**config.mk**
```make
export PLATFORM = sky130hd
export DESIGN_NAME = sqsum_acc
export DESIGN_NICKNAME = d
export VERILOG_FILES = /design/src/rtl/sqsum_acc.sv
export SDC_FILE = /design/constraint.sdc
export NUM_CORES = 1
export LEC_CHECK = 0
export CORE_MARGIN = 2
export CORE_UTILIZATION = 45
export CTS_CLUSTER_DIAMETER = 120
export DETAILED_ROUTE_END_ITERATION = 10
export SLEW_MARGIN = 20
export SYNTH_ARGS = -nofsm -noshare
export SYNTH_HDL_FRONTEND = slang
export SYNTH_SLANG_ARGS = --single-unit
```
**constraint.sdc**
```tcl
create_clock -name clk -period 8.7 [get_ports clk]
set_input_delay 1.74 -clock clk [delete_from_list [all_inputs] [get_ports clk]]
set_output_delay 1.74 -clock clk [all_outputs]
set_load 0.05 [all_outputs]
```
**src/rtl/sqsum_acc.sv**
```systemverilog
// Sum-of-squares accumulator: squares signed elements and accumulates with saturation,
// presenting the total on a valid/ready output held until consumed.
module sqsum_acc #(
  parameter int unsigned dataLen = 32,
  parameter int unsigned inLen   = 16,
  parameter int unsigned cntLen  = 8
) (
  input  logic               clk,
  input  logic               reset,
  input  logic               start,
  input  logic [cntLen-1:0]  vec_len,
  input  logic [inLen-1:0]   data_in,
  input  logic               data_valid,
  output logic               ready,
  output logic [dataLen-1:0] sum_out,
  output logic               sat,
  output logic               out_valid,
  input  logic               out_ready
);

  localparam int unsigned SqW  = 2 * inLen;
  localparam int unsigned SumW = dataLen + 1;

  typedef enum logic [1:0] {
    IDLE  = 2'd0,
    ACCUM = 2'd1,
    HOLD  = 2'd2
  } state_e;

  state_e              state_q, state_d;
  logic [dataLen-1:0]  acc_q, acc_d;
  logic [cntLen-1:0]   cnt_q, cnt_d;
  logic                sat_q, sat_d;
  logic                ready_q, ready_d;
  logic                out_valid_q, out_valid_d;

  logic signed [inLen-1:0] din_s;
  logic signed [SqW-1:0]   prod;
  logic [SqW-1:0]          sq;
  logic [SumW-1:0]         sum_ext;
  logic                    accept;

  // Square is always non-negative, so the signed product reinterprets safely as unsigned.
  assign din_s   = data_in;
  assign prod    = din_s * din_s;
  assign sq      = $unsigned(prod);
  assign sum_ext = SumW'(acc_q) + SumW'(sq);
  assign accept  = ready_q && data_valid;

  always_comb begin
    state_d = state_q;
    acc_d   = acc_q;
    cnt_d   = cnt_q;
    sat_d   = sat_q;

    case (state_q)
      IDLE: begin
        if (start) begin
          acc_d   = '0;
          sat_d   = 1'b0;
          cnt_d   = vec_len;
          state_d = (vec_len != '0) ? ACCUM : HOLD;
        end
      end
      ACCUM: begin
        if (accept) begin
          // Carry out of the widened add means the true sum no longer fits.
          if (sum_ext[dataLen]) begin
            acc_d = '1;
            sat_d = 1'b1;
          end else begin
            acc_d = sum_ext[dataLen-1:0];
          end
          cnt_d = cnt_q - cntLen'(1);
          if (cnt_q == cntLen'(1)) begin
            state_d = HOLD;
          end
        end
      end
      HOLD: begin
        if (out_ready) begin
          state_d = IDLE;
        end
      end
      default: begin
        state_d = IDLE;
      end
    endcase

    ready_d     = (state_d == ACCUM);
    out_valid_d = (state_d == HOLD);
  end

  always_ff @(posedge clk) begin
    if (reset) begin
      state_q     <= IDLE;
      acc_q       <= '0;
      cnt_q       <= '0;
      sat_q       <= 1'b0;
      ready_q     <= 1'b0;
      out_valid_q <= 1'b0;
    end else begin
      state_q     <= state_d;
      acc_q       <= acc_d;
      cnt_q       <= cnt_d;
      sat_q       <= sat_d;
      ready_q     <= ready_d;
      out_valid_q <= out_valid_d;
    end
  end

  assign ready     = ready_q;
  assign sum_out   = acc_q;
  assign sat       = sat_q;
  assign out_valid = out_valid_q;

endmodule

```
==> results of run 1 <==
-- cell type report --
| cell class | count | area (µm²) |
|---|---|---|
| multi-input combinational | 1014 | 10700 |
| fill | 2392 | 10700 |
| timing repair buffer | 350 | 2920 |
| inverter | 335 | 1260 |
| sequential | 45 | 901 |
| tap | 372 | 465 |
| clock buffer | 6 | 139 |
| clock inverter | 2 | 37.5 |
-- registers in the layout, summed over array words and instances (netlist names) --
register   cells
state_q        2
cnt_q          8
sat            1
out_valid      1
ready          1
sum_out       32
-- repair_timing --
| item | in CTS | in global routing |
|---|---|---|
| cloned | 2 | 2 |
| endpoints found under the setup margin | 33 | 33 |
| pin swaps | 49 | 52 |
| resized for setup | 92 | 117 |
| buffers inserted | 24 | 15 |
-- layout by cell type, fill, tap and decap left out, types with 10 or more instances in the layout --
cell / n
nor2_1: 64
a21o_1: 26
nand3_1: 13
clkdlybuf4s50_1: 47
o21ai_0: 24
a211oi_1: 30
xnor2_1: 44
dfxtp_1: 45
ha_1: 110
nand2_1: 104
and2_1: 35
fa_2: 11
nor3_1: 20
nand2b_1: 12
a21oi_1: 84
buf_6: 12
xor2_1: 19
buf_4: 267
inv_1: 320
inv_2: 13
o21a_1: 10
fa_1: 226
-- cell families (layout without fill, tap and decap cells) --
logic type | Yosys count | count (layout) | synth area share [%]
XOR/XNOR | 68 | 68 | 4.77
AND/OR/NAND/NOR | 326 | 326 | 12.4
buffers and inverters | 383 | 693 | 11.6
AO/OA/AOI/OAI | 258 | 258 | 13.5
flip-flops | 45 | 45 | 7.21
adder cells (fa/ha/maj) | 359 | 359 | 50.2
multiplexers | 3 | 3 | 0.300
-- worst max-delay path by stage --
stage               slack (ns)   startpoint  cells past startpoint                       end
global placement         -0.65   data_in[5]                     30  sum_out[26]$_SDFFE_PP0P_
CTS                      -0.04  data_in[13]                     32  sum_out[19]$_SDFFE_PP0P_
floorplan                 0.02  data_in[15]                     32  sum_out[26]$_SDFFE_PP0P_
global route             -0.05  data_in[13]                     36   sum_out[1]$_SDFFE_PP0P_
finish                    0.24  data_in[13]                     34  sum_out[31]$_SDFFE_PP0P_
detailed placement       -0.70   data_in[9]                     31  sum_out[29]$_SDFFE_PP0P_
-- through the flow --
stage	hold slack [ns]	area, µm²
floorplan	0.456	12500
global placement	0.472	15300
detailed placement	0.476	15300
CTS	0.494	16000
global route	0.559	16400
finish	0.491	16400
-- synth_stat cells (5+ instances only) --
| cell type | n |
|---|---|
| nand2b_1 | 13 |
| nand2_1 | 114 |
| nand3_1 | 14 |
| and2_1 | 41 |
| nor3_1 | 24 |
| a211o_1 | 5 |
| xor2_1 | 20 |
| a31oi_1 | 7 |
| and3_1 | 8 |
| o21a_1 | 10 |
| fa_1 | 237 |
| a211oi_1 | 39 |
| nor2_1 | 77 |
| o21ai_0 | 36 |
| ha_1 | 122 |
| xnor2_1 | 48 |
| a21oi_1 | 96 |
| inv_1 | 334 |
| nand4_1 | 8 |
| a21o_1 | 26 |
| nor2b_1 | 7 |
| dfxtp_1 | 45 |
| clkbuf_1 | 43 |
-- worst register-to-register path, cell delays in order (launching register included) --
cell,delay (ns)
dfxtp_1,0.33
ha_1,0.20
ha_1,0.23
a211oi_1,0.31
o21ai_1,0.17
a211o_1,0.40
a211o_1,0.41
o211a_4,0.32
nor2_8,0.16
buf_12,0.13
clkbuf_16,0.13
a211oi_1,0.06
-- metal layers --
metal / track usage, % / up-vias / wire length, µm
met2: 43.0 / 98 / 17300
met4: 2.23 / 0 / 221
li1: - / 5164 / -
met5: 0 / - / 0
met3: 1.76 / 23 / 605
met1: 29.4 / 5323 / 13800
==> summary.md, run 1 <==
| Metric | Value |
|---|---|
| Worst-Margin Slew | `0.876 ns` |
| GRT Util Overall | `22.8%` |
| Maxcap violations | `0` |
| YS warnings | `0` |
| Syn Area/Cell | `slightly below 9 µm²` |
| Delay-heaviest family, CP | `adder cells` |
| Period minus WS final | `around 8.5 ns` |
| R2R Setup Slk | `5.72 ns` |
| Initial antenna violation count | `0` |
| Final Worst Setup Slack | `0.243 ns` |
| Outcome | `completed` |
| Ys async rst share | `0%` |
| Detailed Place HPWL | `about 26000 µm` |
| Slowest Stage Delay on Critical Path | `0.55 ns` |
| Non-filler cells, final | `between 2000 and 2500` |
| CP bufs+invs | `11` |
| Nets | `between 2000 and 2500` |
| Clock-pin slew on the worst setup and hold paths | `about 0.070 ns` |
| Routed WL | `32000 µm` |
| Setup crit start kind | `input pin` |
| Sum Neg Setup Slack | `0 ns` |
| Worst EP arrival | `8.64 ns` |
| Synth Cell Area | `12500 µm²` |
| Slew headroom | `slightly above 40%` |
| Die Span Y | `around 170 µm` |
| Ys flop type | `dfxtp_1` |
| # port buffers | `63` |
| # hold bufs at CTS | `0` |
| Final setup vio count | `0` |
| CTS tree | `done` |
| Syn Inst Count | `between 1000 and 1500` |
| CTS root buf | `clkbuf_16` |
| Max-slew violations | `0` |
| Worst Path Max Fanout | `6` |
| Antenna cell count | `0` |
| First-pass GRT wire length | `53200 µm` |
| Worst r2r path cells | `11` |
| Routability cong. | `~0.85` |
| Min-Delay Endpoint | `cnt_q[7]$_SDFFE_PP0P_` |
| Vias per Instance | `4.99` |
| Htree depth | `2` |
| Worst Setup End Kind | `register` |
| Main area contributors after synthesis | `fa_1 (38%), ha_1 (12%), inv_1 (10%)` |
| Core area | `approximately 27000 µm²` |
| CP Class | `in2reg` |
| Worst setup slack after placement | `-0.699 ns` |
| Post-synthesis sequential area ratio | `under 10%` |
| Largest net degree at the start of global routing | `46` |
| Die Area | `approximately 29000 µm²` |
| Ratio of cells with drive above 1 in the final layout | `between 20 and 30%` |
| Total grt overflow | `0` |
| Clock insertion delay at the later pin of the skew report | `approximately 0.29 ns` |
| Yosys top cell area share | `between 30% and 40%` |
| Synth Register Bits | `between 40 and 50` |
| Critical R2R Capture | `sum_out[15]$_SDFFE_PP0P_` |
| Placed cells | `between 2000 and 2500` |
| Ports | `between 60 and 70` |
| Worst Hold Path Cells | `2` |
| Critical-path top delay cell | `fa_2` |
| Hold Vio Cnt, Final | `0` |
| Number of synthesized flops with an enable pin | `0` |
| CTS max path bufs | `2` |
| Worst path required time | `just under 9 ns` |
| Clock Skews | `0.00712 ns` |
| Period utilisation layout | `a little over nine tenths` |
| DIE WIDTH | `171 µm` |
| Syn_nets | `1830` |
| Hold Path Class | `reg2reg` |
| Post-layout util | `about three fifths` |
| CTS Sinks | `between 40 and 50` |
| Number of global-route vias before repair | `11130` |
| Post-synth cell types | `64` |
| WL per Instance | `around 15 µm` |
| Routed via count | `~11000` |
| Leading area contributor after synthesis | `fa_1` |
| Initial Util | `a little under half` |
| Drt first pass iters | `4` |
| Reg2reg start | `sum_out[0]$_SDFFE_PP0P_` |
| Area grow syn2layout | `31.6%` |
| Routed Antenna Nets | `0` |
| DRC violations left | `0` |
| Number of DRC markers in iteration 0 | `~480` |
| Achievable Freq | `between 100 and 150 MHz` |
| TritonCTS Buffers | `5` |
| Worst Hold Launch | `cnt_q[7]$_SDFFE_PP0P_` |
| Site Rows | `60` |
Power of run 1 is left out: the tool's default activity adds up to more than one toggle a clock period on the data nets, which glitch-free logic cannot reach.
==> run 2, diff against run 1 <==
Settings changed: CAP_MARGIN set to 5.
==> results of run 2 <==
The final DEF is identical to that of run 1; final timing and power are the same.
Power of run 2 is left out for the same reason.
